$ cat src/rtl/peripheral_bus_ctrl_if.sv
// Data-port bus between the single-cycle core and the peripheral controller,
// plus the board-facing pins the controller owns.
interface peripheral_bus_ctrl_if;
    logic [31:0] iMemAddr;
    logic        iMemWrite;
    logic        iMemRead;
    logic [31:0] iMemWriteData;
    logic [31:0] oMemReadData;
    logic [7:0]  iSwitch;
    logic [7:0]  oLed;
    logic [11:0] oDigi;
    logic        oInterrupt;

    // Core / board side: drives address, strobes, store data and switches.
    modport master (
        output iMemAddr,
        output iMemWrite,
        output iMemRead,
        output iMemWriteData,
        output iSwitch,
        input  oMemReadData,
        input  oLed,
        input  oDigi,
        input  oInterrupt
    );

    // Peripheral controller side.
    modport slave (
        input  iMemAddr,
        input  iMemWrite,
        input  iMemRead,
        input  iMemWriteData,
        input  iSwitch,
        output oMemReadData,
        output oLed,
        output oDigi,
        output oInterrupt
    );
endinterface

$ cat src/rtl/peripheral_bus_ctrl.sv
// Memory-mapped peripheral block at 0x4000_0000: interval timer with
// interrupt, LEDs, switches, 7-segment drive and a free-running cycle counter.
// Loads are answered combinationally; all state changes on the rising edge.
module peripheral_bus_ctrl (
    input  logic                  clk,
    input  logic                  reset,
    peripheral_bus_ctrl_if.slave  bus
);

    localparam int unsigned DATA_W  = 32;
    localparam int unsigned WADDR_W = 30;
    localparam int unsigned LED_W   = 8;
    localparam int unsigned SW_W    = 8;
    localparam int unsigned DIGI_W  = 12;
    localparam int unsigned TCON_W  = 3;

    // Word addresses (byte address >> 2) of the register window.
    localparam logic [WADDR_W-1:0] ADDR_TH      = 30'h1000_0000;
    localparam logic [WADDR_W-1:0] ADDR_TL      = 30'h1000_0001;
    localparam logic [WADDR_W-1:0] ADDR_TCON    = 30'h1000_0002;
    localparam logic [WADDR_W-1:0] ADDR_LED     = 30'h1000_0003;
    localparam logic [WADDR_W-1:0] ADDR_SWITCH  = 30'h1000_0004;
    localparam logic [WADDR_W-1:0] ADDR_DIGI    = 30'h1000_0005;
    localparam logic [WADDR_W-1:0] ADDR_SYSTICK = 30'h1000_0006;

    // TCON bit positions.
    localparam int unsigned TCON_EN  = 0;
    localparam int unsigned TCON_IE  = 1;
    localparam int unsigned TCON_IRQ = 2;

    logic [WADDR_W-1:0] word_addr;
    logic [DATA_W-1:0]  wdata;

    logic [DATA_W-1:0]  th_q;
    logic [DATA_W-1:0]  tl_q;
    logic [TCON_W-1:0]  tcon_q;
    logic [LED_W-1:0]   led_q;
    logic [DIGI_W-1:0]  digi_q;
    logic [DATA_W-1:0]  systick_q;
    logic [SW_W-1:0]    sw_meta_q;
    logic [SW_W-1:0]    sw_sync_q;

    logic               wr_th;
    logic               wr_tl;
    logic               wr_tcon;
    logic               wr_led;
    logic               wr_digi;

    logic               overflow;
    logic               set_status;
    logic [DATA_W-1:0]  tl_d;
    logic [TCON_W-1:0]  tcon_d;
    logic [DATA_W-1:0]  rd_data;

    // Byte-offset bits carry no information for word registers.
    logic               unused_addr_bits;

    assign word_addr        = bus.iMemAddr[31:2];
    assign wdata            = bus.iMemWriteData;
    assign unused_addr_bits = ^bus.iMemAddr[1:0];

    // Write decode: only writable registers get a strobe, so stores to
    // SWITCH, SYSTICK or unmapped words fall through with no effect.
    always_comb begin
        wr_th   = 1'b0;
        wr_tl   = 1'b0;
        wr_tcon = 1'b0;
        wr_led  = 1'b0;
        wr_digi = 1'b0;
        if (bus.iMemWrite) begin
            case (word_addr)
                ADDR_TH:   wr_th   = 1'b1;
                ADDR_TL:   wr_tl   = 1'b1;
                ADDR_TCON: wr_tcon = 1'b1;
                ADDR_LED:  wr_led  = 1'b1;
                ADDR_DIGI: wr_digi = 1'b1;
                default:   ;
            endcase
        end
    end

    // Timer next state: overflow is judged on pre-write TCON, a CPU write to
    // TL beats count/reload, and a status set survives a concurrent TCON write.
    always_comb begin
        overflow   = tcon_q[TCON_EN] && (tl_q == {DATA_W{1'b1}});
        set_status = overflow && tcon_q[TCON_IE];

        tl_d = tl_q;
        if (wr_tl) begin
            tl_d = wdata;
        end else if (tcon_q[TCON_EN]) begin
            tl_d = overflow ? th_q : tl_q + DATA_W'(1);
        end

        tcon_d = tcon_q;
        tcon_d[TCON_IRQ] = tcon_q[TCON_IRQ] | set_status;
        if (wr_tcon) begin
            tcon_d = wdata[TCON_W-1:0];
            tcon_d[TCON_IRQ] = wdata[TCON_IRQ] | set_status;
        end
    end

    // Timer counter and control/status register.
    always_ff @(posedge clk or posedge reset) begin
        if (reset) begin
            tl_q   <= '0;
            tcon_q <= '0;
        end else begin
            tl_q   <= tl_d;
            tcon_q <= tcon_d;
        end
    end

    // Plain software-written registers: reload value, LEDs, 7-segment drive.
    always_ff @(posedge clk or posedge reset) begin
        if (reset) begin
            th_q   <= '0;
            led_q  <= '0;
            digi_q <= '0;
        end else begin
            if (wr_th) begin
                th_q <= wdata;
            end
            if (wr_led) begin
                led_q <= wdata[LED_W-1:0];
            end
            if (wr_digi) begin
                digi_q <= wdata[DIGI_W-1:0];
            end
        end
    end

    // Two-flop synchroniser for the asynchronous board switches.
    always_ff @(posedge clk or posedge reset) begin
        if (reset) begin
            sw_meta_q <= '0;
            sw_sync_q <= '0;
        end else begin
            sw_meta_q <= bus.iSwitch;
            sw_sync_q <= sw_meta_q;
        end
    end

    // Free-running cycle counter; wraps naturally at 2^32.
    always_ff @(posedge clk or posedge reset) begin
        if (reset) begin
            systick_q <= '0;
        end else begin
            systick_q <= systick_q + DATA_W'(1);
        end
    end

    // Combinational load path; unmapped words read as zero.
    always_comb begin
        rd_data = '0;
        case (word_addr)
            ADDR_TH:      rd_data = th_q;
            ADDR_TL:      rd_data = tl_q;
            ADDR_TCON:    rd_data = DATA_W'(tcon_q);
            ADDR_LED:     rd_data = DATA_W'(led_q);
            ADDR_SWITCH:  rd_data = DATA_W'(sw_sync_q);
            ADDR_DIGI:    rd_data = DATA_W'(digi_q);
            ADDR_SYSTICK: rd_data = systick_q;
            default:      rd_data = '0;
        endcase
    end

    assign bus.oMemReadData = bus.iMemRead ? rd_data : '0;
    assign bus.oLed         = led_q;
    assign bus.oDigi        = digi_q;
    assign bus.oInterrupt   = tcon_q[TCON_IRQ];

endmodule

$ cat src/flat_wrapper.sv
// flat-port wrapper written by rule: the top's interface ports become plain ports
module peripheral_bus_ctrl_flat 
  (clk, reset, bus_iMemAddr, bus_iMemWrite, bus_iMemRead, bus_iMemWriteData, bus_iSwitch, bus_oMemReadData, bus_oLed, bus_oDigi, bus_oInterrupt);
  peripheral_bus_ctrl_if bus_i ();
  input  logic clk;
  input  logic reset;
  input wire logic [$bits(bus_i.iMemAddr)-1:0] bus_iMemAddr;
  input wire logic [$bits(bus_i.iMemWrite)-1:0] bus_iMemWrite;
  input wire logic [$bits(bus_i.iMemRead)-1:0] bus_iMemRead;
  input wire logic [$bits(bus_i.iMemWriteData)-1:0] bus_iMemWriteData;
  input wire logic [$bits(bus_i.iSwitch)-1:0] bus_iSwitch;
  output wire logic [$bits(bus_i.oMemReadData)-1:0] bus_oMemReadData;
  output wire logic [$bits(bus_i.oLed)-1:0] bus_oLed;
  output wire logic [$bits(bus_i.oDigi)-1:0] bus_oDigi;
  output wire logic [$bits(bus_i.oInterrupt)-1:0] bus_oInterrupt;
  assign bus_i.iMemAddr = bus_iMemAddr;
  assign bus_i.iMemWrite = bus_iMemWrite;
  assign bus_i.iMemRead = bus_iMemRead;
  assign bus_i.iMemWriteData = bus_iMemWriteData;
  assign bus_i.iSwitch = bus_iSwitch;
  assign bus_oMemReadData = bus_i.oMemReadData;
  assign bus_oLed = bus_i.oLed;
  assign bus_oDigi = bus_i.oDigi;
  assign bus_oInterrupt = bus_i.oInterrupt;
  peripheral_bus_ctrl u_core (.clk(clk), .reset(reset), .bus(bus_i));
endmodule
$ cat config.mk
export PLATFORM = sky130hd
export DESIGN_NAME = peripheral_bus_ctrl_flat
export DESIGN_NICKNAME = d
export VERILOG_FILES = /design/src/rtl/peripheral_bus_ctrl_if.sv /design/src/rtl/peripheral_bus_ctrl.sv /design/src/flat_wrapper.sv
export SDC_FILE = /design/constraint.sdc
export NUM_CORES = 1
export LEC_CHECK = 0
export CORE_MARGIN = 2
export CORE_UTILIZATION = 55
export DETAILED_ROUTE_END_ITERATION = 7
export PLACE_DENSITY = 0.83
export SYNTH_ARGS = -nofsm -noshare
export SYNTH_HDL_FRONTEND = slang
export SYNTH_SLANG_ARGS = --single-unit
$ cat constraint.sdc
create_clock -name clk -period 9.65 [get_ports clk]
set_clock_uncertainty 0.05 [all_clocks]
set_input_delay 1.93 -clock clk [delete_from_list [all_inputs] [get_ports clk]]
set_output_delay 1.93 -clock clk [all_outputs]
set_load 0.02 [all_outputs]
### Yosys cells after proc, flatten, opt, wreduce, memory -nomap -nowiden

Index checks and enable logic that the tools add are counted.

* register bits after elaboration: 135
* input bits: 76
* logic and storage cells: 40

* add/subtract/negate cells: 2
* eq/ne operators: 8
* multiplexer cells: 16
* bitwise operators: 2
* reduce and logical (&&, ||, !) cells: 3

Operators by type and width (number)
* $pmux W32 S7: 1
* $eq A30 B29 Y1 const B: 7
* $mux W32: 4
* $add A32 B1 Y32 const B: 2
* $eq A32 B32 Y1 const B: 1
* $mux W1: 10
* $mux W3: 1
* $logic_and A1 B1 Y1: 2
* $or A1 B1 Y1: 2
* $reduce_bool A2 Y1: 1

### Logic depth before layout (Yosys ltp)

Gate-level depths: netlist (run 1).

* word-level depth: 5
* mapped depth: 9
* gate-level depth less buffers: 7

### Least setup slack after synthesis (run 1)

OpenSTA, ideal clock, no wires.

* path type: input -> output
* from: input bus_iMemAddr[7]
* to: output bus_oMemReadData[0]
* arrival time: 4273 ps
* required time: 7670 ps
* setup slack: 3397 ps
* stages: 7
* cells stage by stage: nor4b_2 nand4_1 or2_1 buf_6 nor4_4 nand2_1 a2111oi_0

* word-level cells in the longest chain between the ends: 3
* elaborated cells on any way between the ends: 9

RTL lines
* from (decl): line flat_wrapper.sv:7 `input wire logic [$bits(bus_i.iMemAddr)-1:0] bus_iMemAddr;`
* $eq A30 B29 Y1: line peripheral_bus_ctrl.sv:156 `case (word_addr)`
* $pmux W32 S7 *: line peripheral_bus_ctrl.sv:156
* $mux W32 *: line peripheral_bus_ctrl.sv:168 `assign bus.oMemReadData = bus.iMemRead ? rd_data : '0;`
* to (decl): line flat_wrapper.sv:12 `output wire logic [$bits(bus_i.oMemReadData)-1:0] bus_oMemReadData;`

Mark *: on every way between the ends. The rest lies on a longest branch, timed or not.

### Worst setup path in the final report (run 1)

* from: input bus_iMemAddr[12]
* to: output bus_oMemReadData[12]

The elaborated chain is that of the path after synthesis.

==> summary.md, run 1 <==
| Metric | Value |
|---|---|
| Placement row count | 42 |
| Starting Density | 55.9% |
| Flip-flop and latch count after synthesis | 135 |
| Sw Share | 22.8% |
| Pwr/cell area | 141 nW/um^2 |
| Share of the synthesized area in the top cell type | 45.8% |
| CP Max Fanout | 34 |
| Number of synthesized flops with an enable pin | 0 |
| Worst Tran Pin Value | 1.08 ns |
| Antenna-violating nets left | 0 |
| Maxcap violations | 0 |
| Maximum count of clock buffers along a single path | 2 |
| Number of distinct standard cells referenced by the synthesized netlist | 60 |
| Iteration count of the initial detailed-routing pass | 6 |
| Final hold violation count | 0 |
| Clock tree root buffer cell | sky130_fd_sc_hd__clkbuf_16 |
| Number of remaining DRC errors | 0 |
| Power Internal | 1020 uW |
| Maximum level of the CTS H-tree | 4 |
| Net count after synthesis | 808 |
| Area growth from synthesis to final layout | 26.4% |
| Fraction of layout instances using a drive strength above 1 | 14.4% |
| Net load switching power | 301 uW |
| Final worst-path cycle share | 80.6% |
| Maximum number of pins on one net before global-route repair | 69 |
| Cell type contributing the most total cell area after synthesis | sky130_fd_sc_hd__dfrtp_1 |
| Number of diodes added for antenna fixing | 0 |
| Simple-Gate Fraction of Synth Area | 17.3% |
| Worst-case headroom to the max-slew limit | 27.4% |
| Placeable core area | 13200 um^2 |
| P_leak | 0.00367 uW |
| Met3 track utilization from global routing | 5.85% |
| Share of synthesized area spent on multiplexers | 9.67% |
| Final Worst Setup Slack | 1.87 ns |
| Via count | 6559 |
| Violation count after the first detailed-routing iteration | 705 |
| Post-synthesis adder-cell area fraction | 0.339% |
| Count of boundary I/O pins | 129 |
| Setup repair bufs after CTS | 0 |
| Met2 Resource Use GR | 50.2% |
| GR Overflow Total | 0 |
| Crit path arrival time | 5.80 ns |
| Die ar. | 14300 um^2 |
| Height of the die | 120 um |
| Met1 layer usage reported by global route | 39.6% |
| TritonCTS clock tree | built |
| Clk network pwr share | 51.3% |
| Top post-synthesis cells by count | sky130_fd_sc_hd__dfrtp_1, sky130_fd_sc_hd__nand2_1, sky130_fd_sc_hd__mux2_2 |
| Dominant cells by area after synthesis | sky130_fd_sc_hd__dfrtp_1, sky130_fd_sc_hd__mux2_2, sky130_fd_sc_hd__nand2_1 |
| Maximum achievable frequency | 0.129 GHz |
| Register area share after synthesis | 45.8% |
| Worst vdd ir | 0.126 mV |
| Synthesized cell area | 7370 um^2 |
| Overall routed net length | 21.5 mm |
| Number of pins with negative max-slew slack in the final report | 0 |
| First-pass GRT wire length | 34.3 mm |
| Weighted congestion reported at the end of routability-driven placement | 0.870 |
| Mean post-synth cell area | 10.1 um^2 |
| Setup tns final | 0 ns |
| Fin nets | 910 |
| Total CTS buffers | 17 |
| Library cell with the highest instance count after synthesis | sky130_fd_sc_hd__dfrtp_1 |
| Sequential share of power | 43.3% |
| Capturing element type of the critical path | output port |
| Area fraction in compound gates after synthesis | 17.9% |
| Synth Flop Type | sky130_fd_sc_hd__dfrtp_1 |
| Final critical path time including I/O delays and setup | 7.78 ns |
| Path type of the worst min-delay path | flop to flop |
| Clock-pin slew of the registers on the worst-case setup and hold paths | 0.06 ns |
| XOR/XNOR Fraction of Synth Area | 5.23% |
| Port bufs | 126 |
| Post-cts gate resize count | 0 |
| Crit Path Class | primary input to output port |
| Dpl hpwl | 14.4 mm |
| Share of flip-flops with an asynchronous set or reset | 100% |
| Comb pwr share | 5.4% |
| Combinational family with the most area after synthesis | compound AO/OA/AOI/OAI gates |
| Status | finished, final reports clean |
| Number of clock sinks | 135 |
| Worst Hold Path Cells | 0 |
| Initial antenna violation count | 0 |
| Via count of the first global-routing pass | 6469 |
| Quantity of hold-fixing buffers added after cts | 0 |
| Average vias per placed instance | 6.42 |
| Layout fillers | 935 |
| Minimum setup slack after placement | 1.90 ns |
| Unrepaired setup endpoints after global routing | no |
| Synthesis warning total | 0 |
| Global routing's busiest layer | met2 |
| Critical path startpoint category | primary input |
| Post-Syn Instances | 730 |
| GR Util All Layers | 30.9% |
| Width of the die | 120 um |
| Worst skew pair latency | 0.43 ns |
| Number of failing setup endpoints in the final timing report | 0 |
| Drt wl/cell | 21.1 um |
| R2r worst-path depth | 6 |
| Critical path required time | 7.67 ns |
[cells in the final DEF, fill, tap and decap left out, types with 10 or more instances in the layout]
cell	instances
sky130_fd_sc_hd__clkbuf_16	17
sky130_fd_sc_hd__buf_4	10
sky130_fd_sc_hd__nand4_1	17
sky130_fd_sc_hd__a22oi_1	21
sky130_fd_sc_hd__nand2_1	94
sky130_fd_sc_hd__clkdlybuf4s50_1	125
sky130_fd_sc_hd__a2111oi_1	13
sky130_fd_sc_hd__nand3_1	26
sky130_fd_sc_hd__nor2_1	40
sky130_fd_sc_hd__xor2_1	12
sky130_fd_sc_hd__nor3_1	15
sky130_fd_sc_hd__a2111oi_2	16
sky130_fd_sc_hd__nor4_1	12
sky130_fd_sc_hd__o31ai_1	13
sky130_fd_sc_hd__and3_1	18
sky130_fd_sc_hd__dfrtp_1	135
sky130_fd_sc_hd__a21oi_1	37
sky130_fd_sc_hd__xnor2_1	32
sky130_fd_sc_hd__mux2_2	54
sky130_fd_sc_hd__o21ai_0	14
[state kept, by name (all words and copies together), names as in the netlist]
name / cells
u_core.sw_sync_q: 8
u_core.systick_q: 32
u_core.th_q: 32
u_core.tl_q: 32
u_core.tcon_q: 3
u_core.bus.oDigi: 12
u_core.sw_meta_q: 8
u_core.bus.oLed: 8
[per-layer routing]
| metal | part of all wire, % | vias to the layer above |
|---|---|---|
| met4 | 4.5 | 0 |
| li1 | - | 2928 |
| met1 | 39 | 3232 |
| met2 | 49 | 347 |
| met3 | 7.5 | 52 |
| met5 | 0 | - |
[cell type report]
cell class,count,area [um^2],share of cell area [%]
Multi-Input combinational cell,532,3740,40.1
Sequential cell,135,3380,36.2
Timing Repair Buffer,136,1330,14.3
Clock buffer,18,439,4.71
Tap cell,176,220,2.36
Clock inverter,14,171,1.84
Inverter,10,40.0,0.430
[critical path, stage by stage]
cell and delay (ns):
sky130_fd_sc_hd__clkdlybuf4s50_1 0.43, sky130_fd_sc_hd__nor4_2 0.27, sky130_fd_sc_hd__nand4_1 0.22, sky130_fd_sc_hd__or2_1 0.27, sky130_fd_sc_hd__buf_4 0.27, sky130_fd_sc_hd__nor4_4 0.94, sky130_fd_sc_hd__buf_4 0.33, sky130_fd_sc_hd__nand2_1 0.08
sky130_fd_sc_hd__a2111oi_2 0.37, sky130_fd_sc_hd__clkdlybuf4s50_1 0.67
[worst paths after layout]
kind | startpoint | to | slack (ns)
worst max-delay path | bus_iMemAddr[12] | bus_oMemReadData[12] | 1.87
worst min-delay path | u_core.sw_meta_q[3]$_DFF_PP0_ | u_core.sw_sync_q[3]$_DFF_PP0_ | 0.29
worst min register to register | u_core.sw_meta_q[3]$_DFF_PP0_ | u_core.sw_sync_q[3]$_DFF_PP0_ | 0.29
worst max register to register | u_core.tl_q[3]$_DFFE_PP0P_ | u_core.tl_q[13]$_DFFE_PP0P_ | 6.78
min in group asynchronous | reset | u_core.systick_q[4]$_DFF_PP0_ | 1.97
max in group asynchronous | reset | u_core.tl_q[21]$_DFFE_PP0P_ | 6.16
[through the flow]
step	total power [uW]	util (%)	instance area, um^2	instances	hold WS [ns]
after global routing	1350	70.7	9320	1021	0.308
after CTS	1320	70.7	9320	1021	0.298
after floorplan	606	-	7370	730	0.281
after global placement	649	66.0	8710	989	0.282
final	1320	70.7	9320	1021	0.293
after detailed placement	651	66.0	8710	989	0.285
[logic make-up after synthesis]
| logic type | Yosys count |
|---|---|
| buf+inv | 63 |
| simple gates | 254 |
| xor+xnor | 44 |
| compound gates | 168 |
| fa+ha+maj | 2 |
| mux | 64 |
| flops | 135 |
[power groups by stage]
stage	sequential, uW	combinational (uW)	clock [uW]
global route	571	76.1	707
CTS	570	71.0	681
detailed placement	581	70.5	0
floorplan	580	25.5	0
finish	571	70.9	677
global placement	581	68.7	0
Note: power is estimated with default switching activity, not from simulation.
==> run 2: changes to the inputs <==
--- a/config.mk
+++ b/config.mk
@@ -6,9 +6,9 @@
 export NUM_CORES = 1
 export LEC_CHECK = 0
 export CORE_MARGIN = 2
-export CORE_UTILIZATION = 55
+export CORE_UTILIZATION = 54
 export DETAILED_ROUTE_END_ITERATION = 7
-export PLACE_DENSITY = 0.83
+export PLACE_DENSITY = 0.81
 export SYNTH_ARGS = -nofsm -noshare
 export SYNTH_HDL_FRONTEND = slang
 export SYNTH_SLANG_ARGS = --single-unit
==> constraint.sdc (replaced) <==
create_clock -name clk -period 7.3 [get_ports clk]
set_clock_uncertainty 0.05 [all_clocks]
set_input_delay 1.46 -clock clk [delete_from_list [all_inputs] [get_ports clk]]
set_output_delay 1.46 -clock clk [all_outputs]
set_load 0.02 [all_outputs]
==> run 2 against run 1 <==
Worst hold slack improved by 0.0094 ns. Critical path depth fell by 1. Sequential power rose by 32%. Register-to-register slack got worse by 2.5 ns. Flip-flop and latch count did not move. Via count rose by 0.87%. Clock-buffer cell count fell by 1. Die area rose by 1.8%. Utilization fell by 0.77 points. Clock power rose by 24%. Critical endpoint is now bus_oMemReadData[23]. Highest routed layer unchanged.
==> summary.md, run 2 (same netlist as run 1, synthesis figures left out) <==
| Metric | Value |
|---|---|
| Status | finished, final reports clean |
| P_leak | 0.00366 uW (-0.32%) |
| Placement row count | 42 (unchanged) |
| Post-DP Area | 8720 um^2 (about the same) |
| Crit path arrival time | 4.83 ns (-0.97 ns) |
| Fraction of layout instances using a drive strength above 1 | 14.5% (+0.10 points) |
| Iteration count of the initial detailed-routing pass | 6 (unchanged) |
| Worst skew pair latency | 0.44 ns (about the same) |
| Number of failing setup endpoints in the final timing report | 0 (unchanged) |
| Path type of the worst min-delay path | flop to flop |
| Width of the die | 121 um (+0.89%) |
| Critical path startpoint category | primary input |
| Register cell area after layout | 3380 um^2 (unchanged) |
| TritonCTS clock tree | built |
| Via count | 6616 (+0.87%) |
| Pwr/cell area | 182 nW/um^2 (+28%) |
| First-pass GRT wire length | 33.9 mm (-1.1%) |
| Maxcap violations | 0 (unchanged) |
| Die ar. | 14600 um^2 (+1.8%) |
| Final worst-path cycle share | 86.8% |
| Drt wl/cell | 20.7 um (-1.5%) |
| Number of diodes added for antenna fixing | 0 (unchanged) |
| Number of remaining DRC errors | 0 (unchanged) |
| Count of boundary I/O pins | 129 (unchanged) |
| Maximum number of pins on one net before global-route repair | 75 (+8.7%) |
| Commonest cells after routing, fill and taps aside | sky130_fd_sc_hd__dfrtp_1, sky130_fd_sc_hd__clkdlybuf4s50_1, sky130_fd_sc_hd__nand2_1, sky130_fd_sc_hd__mux2_2, sky130_fd_sc_hd__nor2_1 |
| R2r worst-path depth | 4 (-2) |
| CP Max Fanout | 12 (-65%) |
| Clock-pin slew of the registers on the worst-case setup and hold paths | 0.07 ns (about the same) |
| Worst vdd ir | 0.164 mV (+30%) |
| Leading cell type in the layout, fill and taps excluded | sky130_fd_sc_hd__dfrtp_1 |
| Total power consumption of the routed design | 1690 uW (+28%) |
| Dpl hpwl | 14.6 mm (+1.4%) |
| Violation count after the first detailed-routing iteration | 727 (+3.1%) |
| Final Worst Setup Slack | 0.961 ns (-0.909 ns) |
| Maximum count of clock buffers along a single path | 2 (unchanged) |
| GR Util All Layers | 30.2% (-0.72 points) |
| Starting Density | 55.5% (-0.44 points) |
| Total CTS buffers | 17 (unchanged) |
| Capturing element type of the critical path | output port |
| Weighted congestion reported at the end of routability-driven placement | 0.894 (+2.8%) |
| Post-cts gate resize count | 0 (unchanged) |
| Setup tns final | 0 ns (unchanged) |
| Initial antenna violation count | 0 (unchanged) |
| Final critical path time including I/O delays and setup | 6.34 ns |
| Clock tree root buffer cell | sky130_fd_sc_hd__clkbuf_16 |
| Setup repair bufs after CTS | 0 (unchanged) |
| Placeable core area | 13300 um^2 (+0.80%) |
| Number of pins with negative max-slew slack in the final report | 0 (unchanged) |
| Area growth from synthesis to final layout | 26.0% |
| Crit Path Class | primary input to output port |
| Layout fillers | 990 (+5.9%) |
| Post-route cell area | 9290 um^2 (-0.30%) |
| Via count of the first global-routing pass | 6388 (-1.3%) |
| Port bufs | 126 (unchanged) |
| Critical path required time | 5.79 ns (-1.88 ns) |
| Final hold violation count | 0 (unchanged) |
| Minimum setup slack after placement | 0.981 ns (-0.916 ns) |
| Maximum achievable frequency | 0.158 GHz |
| Worst Hold Path Cells | 0 (unchanged) |
| Unrepaired setup endpoints after global routing | no |
| Overall routed net length | 21.2 mm (-1.4%) |
| Quantity of hold-fixing buffers added after cts | 0 (unchanged) |
| Fin nets | 911 (+0.11%) |
| Biggest regs | u_core.systick_q: 32 flops, u_core.th_q: 32 flops, u_core.tl_q: 32 flops |
| Combined area of the multi-input logic cells | 3740 um^2 (unchanged) |
| Maximum level of the CTS H-tree | 4 (unchanged) |
| Worst-case headroom to the max-slew limit | 30.9% (+3.5 points) |
| Antenna-violating nets left | 0 (unchanged) |
| Height of the die | 121 um (+0.89%) |
| WHS | 0.303 ns (+0.00942 ns) |
| Worst Tran Pin Value | 1.04 ns (-0.0446 ns) |
| Number of clock sinks | 135 (unchanged) |
| GR Overflow Total | 0 (unchanged) |
| Average vias per placed instance | 6.47 (+0.77%) |
==> run 2: changes by cell type in the layout (fill, tap and decap cells not counted) <==
cell	delta
sky130_fd_sc_hd__clkinv_2	-3
sky130_fd_sc_hd__inv_8	+6
sky130_fd_sc_hd__clkinv_8	+1
sky130_fd_sc_hd__bufinv_16	-3
sky130_fd_sc_hd__clkbuf_8	-1
sky130_fd_sc_hd__clkinv_4	+1
sky130_fd_sc_hd__inv_6	-1
sky130_fd_sc_hd__buf_4	+1
==> run 2: final timing paths <==
check | start | to | slack (ns)
worst max register to register | u_core.tcon_q[0]$_DFFE_PP0N_ | u_core.tl_q[10]$_DFFE_PP0P_ | 4.32
worst min register to register | u_core.sw_meta_q[6]$_DFF_PP0_ | u_core.sw_sync_q[6]$_DFF_PP0_ | 0.30
worst min-delay path | u_core.sw_meta_q[6]$_DFF_PP0_ | u_core.sw_sync_q[6]$_DFF_PP0_ | 0.30
min in group asynchronous | reset | u_core.sw_meta_q[0]$_DFF_PP0_ | 1.47
worst max-delay path | bus_iMemAddr[7] | bus_oMemReadData[23] | 0.96
max in group asynchronous | reset | u_core.systick_q[18]$_DFF_PP0_ | 4.29
==> run 2: per-layer routing <==
| metal | wire length, um | share of wire (%) | vias up | global-route usage (%) |
|---|---|---|---|---|
| li1 | - | - | 2944 | - |
| met1 | 8500 | 40 | 3241 | 39.3 |
| met2 | 9790 | 46 | 361 | 46.9 |
| met3 | 1640 | 7.8 | 70 | 5.12 |
| met4 | 1260 | 6.0 | 0 | 19.0 |
| met5 | 0 | 0 | - | 0 |
==> run 2: layout make-up <==
type / instances / share of cell area (%)
multi-input combinational: 532 / 40.2
sequential: 135 / 36.4
timing repair buffer: 137 / 14.4
clock buffer: 17 / 4.58
tap: 176 / 2.37
clock inverter: 15 / 1.62
inverter: 10 / 0.431
==> run 2: power by group <==
| group | total, uW | leakage [uW] | internal [uW] | switching [uW] |
|---|---|---|---|---|
| registers | 754 | 0.00177 | 752 | 1.43 |
| clock network | 841 | 0.000275 | 455 | 387 |
| logic | 93.1 | 0.00162 | 42.9 | 50.2 |
==> run 2: through the flow <==
step / utilization, % / instances
final: 69.9 / 1022
after global routing: 69.9 / 1022
after CTS: 69.9 / 1022
after detailed placement: 65.6 / 990
after global placement: 65.6 / 990
after floorplan: - / 730
==> run 2: critical path, cell delays in order <==
cell and delay (ns):
sky130_fd_sc_hd__clkdlybuf4s50_1 0.41, sky130_fd_sc_hd__nor4b_2 0.28, sky130_fd_sc_hd__nand4_1 0.20, sky130_fd_sc_hd__or2_1 0.32
sky130_fd_sc_hd__nor4_4 0.54, sky130_fd_sc_hd__buf_4 0.29, sky130_fd_sc_hd__nand2_1 0.08, sky130_fd_sc_hd__a2111oi_1 0.53
sky130_fd_sc_hd__clkdlybuf4s50_1 0.70
